--- src/rtl/moore_seq_arbiter_pkg.sv ---
// moore_seq_pkg: shared states, widths and symbol extraction for the Moore sequence arbiter
package moore_seq_pkg;
  typedef enum logic [2:0] {IDLE, RST, RUN, CAP, DONE} state_t;
  localparam int SYMW = 2;
  localparam int LENW = 4;
  localparam int SEQ_MAX = (1 << LENW) * SYMW;
  function automatic logic [SYMW-1:0] sym_at(input logic [SEQ_MAX-1:0] s, input logic [LENW-1:0] k);
    return s[k*SYMW +: SYMW];
  endfunction
endpackage

--- src/rtl/moore_seq_arbiter_if.sv ---
// moore_seq_arbiter_if: requester-side bus plus the FSM drive/sense signals of the arbiter
interface moore_seq_arbiter_if #(parameter int NREQ = 2, parameter int MAXLEN = 8, parameter int SYMW = 2);
  import moore_seq_pkg::LENW;
  logic [NREQ-1:0] req;
  logic [NREQ*MAXLEN*SYMW-1:0] seq;
  logic [NREQ*LENW-1:0] len;
  logic [NREQ-1:0] ack;
  logic [SYMW-1:0] result;
  logic [1:0] result_id;
  logic done;
  logic busy;
  logic fsm_reset;
  logic [SYMW-1:0] fsm_in;
  logic [SYMW-1:0] fsm_out;
  modport master(output req, seq, len, fsm_out, input ack, result, result_id, done, busy, fsm_reset, fsm_in);
  modport slave(input req, seq, len, fsm_out, output ack, result, result_id, done, busy, fsm_reset, fsm_in);
endinterface

--- src/rtl/moore_seq_arbiter_rr.sv ---
// rr_arbiter: combinational round-robin grant with a pointer that advances past the served requester
module rr_arbiter #(parameter int NREQ = 2) (
  input  logic            clk,
  input  logic            reset,
  input  logic [NREQ-1:0] req,
  input  logic            upd,
  input  logic [1:0]      upd_id,
  output logic [1:0]      gnt_id,
  output logic            gnt_any
);
  logic [1:0] ptr_q, ptr_d, off;
  logic [NREQ-1:0] rot;
  logic [2:0] sum;
  // rotate so bit 0 is the requester at the pointer, then take the lowest set offset
  assign rot = NREQ'({req, req} >> ptr_q);
  always_comb begin
    off = '0;
    gnt_any = 1'b0;
    for (int i = NREQ - 1; i >= 0; i--) if (rot[i]) begin
      off = 2'(i);
      gnt_any = 1'b1;
    end
  end
  assign sum = {1'b0, ptr_q} + {1'b0, off};
  assign gnt_id = 2'(sum >= 3'(NREQ) ? sum - 3'(NREQ) : sum);
  assign ptr_d = !upd ? ptr_q : int'(upd_id) == NREQ - 1 ? 2'd0 : upd_id + 2'd1;
  always_ff @(posedge clk or posedge reset) begin
    if (reset) ptr_q <= '0;
    else ptr_q <= ptr_d;
  end
endmodule

--- src/rtl/moore_seq_arbiter.sv ---
// moore_seq_arbiter: round-robin sharing of one Moore FSM; resets it, streams a latched
// symbol sequence into it, captures the final output and acks the served requester
module moore_seq_arbiter #(parameter int NREQ = 2, parameter int MAXLEN = 8, parameter int SYMW = 2) (
  input logic clk,
  input logic reset,
  moore_seq_arbiter_if.slave bus
);
  import moore_seq_pkg::state_t, moore_seq_pkg::IDLE, moore_seq_pkg::RST, moore_seq_pkg::RUN;
  import moore_seq_pkg::CAP, moore_seq_pkg::DONE, moore_seq_pkg::LENW, moore_seq_pkg::SEQ_MAX, moore_seq_pkg::sym_at;
  localparam int SW = MAXLEN * SYMW;
  state_t state_q, state_d;
  logic [SW-1:0] seq_q, seq_d, seq_in;
  logic [LENW-1:0] len_q, len_d, cnt_q, cnt_d, len_in;
  logic [1:0] id_q, id_d, gnt_id;
  logic [SYMW-1:0] fsm_in_q, fsm_in_d, result_q, result_d;
  logic gnt_any, last;
  rr_arbiter #(.NREQ(NREQ)) u_rr (
    .clk(clk), .reset(reset), .req(bus.req), .upd(state_q == DONE), .upd_id(id_q),
    .gnt_id(gnt_id), .gnt_any(gnt_any)
  );
  assign seq_in = bus.seq[gnt_id*SW +: SW];
  assign len_in = bus.len[gnt_id*LENW +: LENW];
  assign last = cnt_q == len_q - LENW'(1);
  always_comb begin
    state_d = state_q;
    seq_d = seq_q;
    len_d = len_q;
    id_d = id_q;
    cnt_d = cnt_q;
    fsm_in_d = '0;
    result_d = result_q;
    case (state_q)
      IDLE: if (gnt_any) begin
        state_d = RST;
        seq_d = seq_in;
        len_d = len_in > LENW'(MAXLEN) ? LENW'(MAXLEN) : len_in;
        id_d = gnt_id;
      end
      RST: begin
        state_d = len_q == '0 ? CAP : RUN;
        fsm_in_d = len_q == '0 ? '0 : sym_at(SEQ_MAX'(seq_q), '0);
        cnt_d = '0;
      end
      RUN: begin
        state_d = last ? CAP : RUN;
        fsm_in_d = last ? '0 : sym_at(SEQ_MAX'(seq_q), cnt_q + LENW'(1));
        cnt_d = cnt_q + LENW'(1);
      end
      CAP: begin
        state_d = DONE;
        result_d = bus.fsm_out;
      end
      default: state_d = IDLE;
    endcase
  end
  always_ff @(posedge clk or posedge reset) begin
    if (reset) begin
      state_q <= IDLE;
      seq_q <= '0;
      len_q <= '0;
      id_q <= '0;
      cnt_q <= '0;
      fsm_in_q <= '0;
      result_q <= '0;
    end else begin
      state_q <= state_d;
      seq_q <= seq_d;
      len_q <= len_d;
      id_q <= id_d;
      cnt_q <= cnt_d;
      fsm_in_q <= fsm_in_d;
      result_q <= result_d;
    end
  end
  // FSM reset follows our own reset combinationally so it never runs while we are held
  assign bus.fsm_reset = reset | (state_q == RST);
  assign bus.fsm_in = fsm_in_q;
  assign bus.done = state_q == DONE;
  assign bus.ack = bus.done ? NREQ'(1) << id_q : '0;
  assign bus.busy = state_q != IDLE;
  assign bus.result = result_q;
  assign bus.result_id = id_q;
endmodule

--- src/flat_wrapper.sv ---
// flat-port wrapper written by rule: the top's interface ports become plain ports
module moore_seq_arbiter_flat import moore_seq_pkg::state_t, moore_seq_pkg::IDLE, moore_seq_pkg::RST, moore_seq_pkg::RUN; import moore_seq_pkg::CAP, moore_seq_pkg::DONE, moore_seq_pkg::LENW, moore_seq_pkg::SEQ_MAX, moore_seq_pkg::sym_at;
#(parameter int NREQ = 2, parameter int MAXLEN = 8, parameter int SYMW = 2)
  (clk, reset, bus_req, bus_seq, bus_len, bus_fsm_out, bus_ack, bus_result, bus_result_id, bus_done, bus_busy, bus_fsm_reset, bus_fsm_in);
  moore_seq_arbiter_if #(.NREQ(NREQ), .MAXLEN(MAXLEN), .SYMW(SYMW)) bus_i ();
  input logic clk;
  input logic reset;
  input wire logic [$bits(bus_i.req)-1:0] bus_req;
  input wire logic [$bits(bus_i.seq)-1:0] bus_seq;
  input wire logic [$bits(bus_i.len)-1:0] bus_len;
  input wire logic [$bits(bus_i.fsm_out)-1:0] bus_fsm_out;
  output wire logic [$bits(bus_i.ack)-1:0] bus_ack;
  output wire logic [$bits(bus_i.result)-1:0] bus_result;
  output wire logic [$bits(bus_i.result_id)-1:0] bus_result_id;
  output wire logic [$bits(bus_i.done)-1:0] bus_done;
  output wire logic [$bits(bus_i.busy)-1:0] bus_busy;
  output wire logic [$bits(bus_i.fsm_reset)-1:0] bus_fsm_reset;
  output wire logic [$bits(bus_i.fsm_in)-1:0] bus_fsm_in;
  assign bus_i.req = bus_req;
  assign bus_i.seq = bus_seq;
  assign bus_i.len = bus_len;
  assign bus_i.fsm_out = bus_fsm_out;
  assign bus_ack = bus_i.ack;
  assign bus_result = bus_i.result;
  assign bus_result_id = bus_i.result_id;
  assign bus_done = bus_i.done;
  assign bus_busy = bus_i.busy;
  assign bus_fsm_reset = bus_i.fsm_reset;
  assign bus_fsm_in = bus_i.fsm_in;
  moore_seq_arbiter #(.NREQ(NREQ), .MAXLEN(MAXLEN), .SYMW(SYMW)) u_core (.clk(clk), .reset(reset), .bus(bus_i));
endmodule
--- config.mk ---
export PLATFORM = sky130hd
export DESIGN_NAME = moore_seq_arbiter_flat
export DESIGN_NICKNAME = d
export VERILOG_FILES = /design/src/rtl/moore_seq_arbiter_pkg.sv /design/src/rtl/moore_seq_arbiter_if.sv /design/src/rtl/moore_seq_arbiter_rr.sv /design/src/rtl/moore_seq_arbiter.sv /design/src/flat_wrapper.sv
export SDC_FILE = /design/constraint.sdc
export NUM_CORES = 1
export LEC_CHECK = 0
export BUFFER_PORTS_ARGS = -buffer_cell sky130_fd_sc_hd__buf_2
export CAP_MARGIN = 20
export CELL_PAD_IN_SITES_DETAIL_PLACEMENT = 0
export CELL_PAD_IN_SITES_GLOBAL_PLACEMENT = 1
export CORE_MARGIN = 1.5
export CORE_UTILIZATION = 34
export CTS_BUF_LIST = sky130_fd_sc_hd__clkbuf_16
export CTS_CLUSTER_DIAMETER = 120
export DETAILED_ROUTE_END_ITERATION = 8
export GPL_TIMING_DRIVEN = 0
export PLACE_DENSITY_LB_ADDON = 0.1
export REMOVE_ABC_BUFFERS = 1
export SLEW_MARGIN = 20
export SYNTH_ARGS = -nofsm -noshare
export SYNTH_HDL_FRONTEND = slang
export SYNTH_HIERARCHICAL = 1
export SYNTH_SLANG_ARGS = --single-unit
--- constraint.sdc ---
create_clock -name clk -period 6.55 [get_ports clk]
set_input_delay 0.655 -clock clk [delete_from_list [all_inputs] [get_ports clk]]
set_output_delay 0.655 -clock clk [all_outputs]
set_load 0.02 [all_outputs]
==> run metrics <==
Setup Buffers After CTS 0; Synth Area in Simple Gates 0.122; Yosys warnings 6; Layout Utilization 0.444; Power Total ~1.3 mW; # diodes 0; Synth Area per Inst between 10 and 15 um^2; Main synth FF type dfrtp_1; FF-to-FF Start u_core/cnt_q[0]; design area about 2500 um^2; Tightest Pin Transition 0.717 ns; hold buffers post-CTS 0; Worst path top cell family by delay multiplexers; Synth Instances slightly below 200; worst clock skew 0.00352 ns; power per cell area about 500 nW/um^2; WL final around 4200 um; nets just under 300; total grt overflow 0; CTS H-tree depth 2; Root Driver clkbuf_16; first-pass GRT wire length a little over 7000 um; GRT Overall Usage 0.150; Yosys cell types 34; Worst Setup Start Kind flip-flop; final routed DRC violation total 0; Final Non-Filler Cells roughly 320; Die ar. between 6000 and 7000 um^2; setup slack, reg-to-reg a little over 4 ns; pins over their slew limit 0; mux contribution to synthesized area 0.186; worst min path class in2async; share of cells above drive strength 1 0.306; CP startpoint u_core/cnt_q[0]; fin crit period 2.48 ns; DR iter-0 viols 23; number of core rows 27; IO Count 57; fin crit share 0.379; worst path bufs/invs 0; core area around 5600 um^2; detailed-route via count 1547; CP endpoint kind flip-flop; Pre-Repair DR Iteration Count 4; Worst-Skew Late Latency 0.28 ns; synthesized area 2010 um^2; register bit total from synthesis 35; CTS tree done; cts bufs inserted 5; Post-synth ARST share 1.00; worst endpoint required time about 6.7 ns; maxcap violations 0; Final Hold Fails 0; DP HPWL approximately 3000 um; post-synthesis compound-gate area fraction 0.132; status finished, final reports clean; Slew HR 0.521; DR WL/cell about 13 um; CTS sink cnt 35; Final Setup Violations 0; RSZ-0062 raised after global routing false; critical path type reg2reg; crit path DAT between 2 and 3 ns; Worst-path clk slew approximately 0.050 ns; Resized cells post-CTS 0; maximum vdd drop 0.211 mV; initial antenna violation count 0; register area share after synthesis 0.436; number of instances in the placed design just over 300; final worst setup slack a little over 4 ns; standby leakage power 1.26 nW; worst-path cell chain ha_1 -> xor2_1 -> mux4_1 -> mux2_2 -> a22o_1; number of synthesized flops with an enable pin 0; Final Wtd Congestion ~0.73; pre-CTS setup slack around 3.8 ns; Adder-Cell Fraction of Synth Area 0.0374; Die X 79.8 um; DRT antenna net count 0; CP max stage delay approximately 0.62 ns; PortBufs 56; Initial Utilization 0.358; f_max a little over 400 MHz; Critical Path Fanout Max 9; via/cell ratio around 4.9; largest net degree at the start of global routing a little over 40; Chip Height 79.8 um; Area growth, synth to finish 23.9%; vias in the first global route between 1500 and 2000; XOR/XNOR share of the synthesized area 0.0424; hold_ws 0.233 ns; clock buffer depth 2; placed cell areas approximately 2300 um^2; setup TNS 0 ns; slowest CP cell mux4_1; largest family of logic cells by synthesized area multiplexers
[cell usage in the layout (no fill, tap or decap), types with 2 or more instances in the layout]
cell and count:
nor2_1 5, inv_1 11, dfrtp_1 35, a21o_1 2
mux2i_1 19, clkbuf_16 5, or3_1 2, xor2_1 3
a21oi_1 4, mux4_1 4, xnor2_1 4, buf_2 56
nand2b_1 4, nand2_1 27, nand3_1 2, o31ai_1 16
nor3_1 4, a22o_1 3, o21ai_0 9, ha_1 5
mux2_2 7
[synth_stat cells, types with 2 or more instances]
cell      number  area share
dfrtp_1       35        0.44
nand2_1       27       0.051
mux2i_1       19       0.095
o31ai_1       16       0.060
clkbuf_1      10       0.019
inv_1         10       0.019
o21ai_0       10       0.025
mux2_2         7       0.039
ha_1           6       0.037
nor2_1         5      0.0094
a21oi_1        4       0.010
mux4_1         4       0.052
nand2b_1       4       0.012
nor3_1         4       0.010
xnor2_1        4       0.017
a22o_1         3       0.013
or3_1          3      0.0094
xor2_1         3       0.013
a21o_1         2      0.0075
buf_1          2      0.0037
nand3_1        2      0.0050
[state kept, by name, indices dropped and copies added, names as in the netlist]
signal / flops
u_core/u_rr/ptr_q: 2
u_core/state_q: 3
u_core/bus.fsm_in: 2
u_core/cnt_q: 4
u_core/bus.result_id: 2
u_core/len_q: 4
u_core/bus.result: 2
u_core/seq_q: 16
[worst register-to-register path, stage by stage, from the launching register on]
cell and delay [ns]:
dfrtp_1 0.54, ha_1 0.27, xor2_1 0.44, mux4_1 0.62, mux2_2 0.27, a22o_1 0.22
[per-layer routing]
layer,up-vias,share of wire,routed length (um),global-route usage
li1,794,-,-,-
met1,707,0.47,1970,0.185
met2,38,0.46,1930,0.243
met3,8,0.040,167,0.0377
met4,0,0.027,114,0.0759
met5,-,0,0,0
[final cells by class]
cell class | instances | area [um^2]
Sequential cell | 35 | 876
Fill cell | 565 | 3120
Timing Repair Buffer | 57 | 295
Tap cell | 72 | 90.1
Clock buffer | 5 | 125
Inverter | 10 | 37.5
Clock inverter | 3 | 12.5
Multi-Input combinational cell | 135 | 1050
[cell families after synthesis]
logic type	count (synthesis)
buffers and inverters	23
and+or+nand+nor	51
xor gates and xnor gates	8
adders and majority gates	6
AOI/OAI and AO/OA	40
DFF	35
muxes	30
[where the power goes]
part	switching [mW]	internal, mW
Sequential	0.0893	0.313
Clock	0.0837	0.137
Combinational	0.323	0.306
Total	0.496	0.756
[path summary, 6_finish.rpt]
kind                                         to  depth (start not counted)
min reg2reg                     u_core/seq_q[5]                          2
min                        u_core/u_rr/ptr_q[0]                          2
min in group clk                u_core/seq_q[5]                          2
max                        u_core/bus.fsm_in[1]                          5
max reg2reg                u_core/bus.fsm_in[1]                          5
max in group asynchronous  u_core/bus.fsm_in[1]                          2
Power figures use the tool's default switching activity.
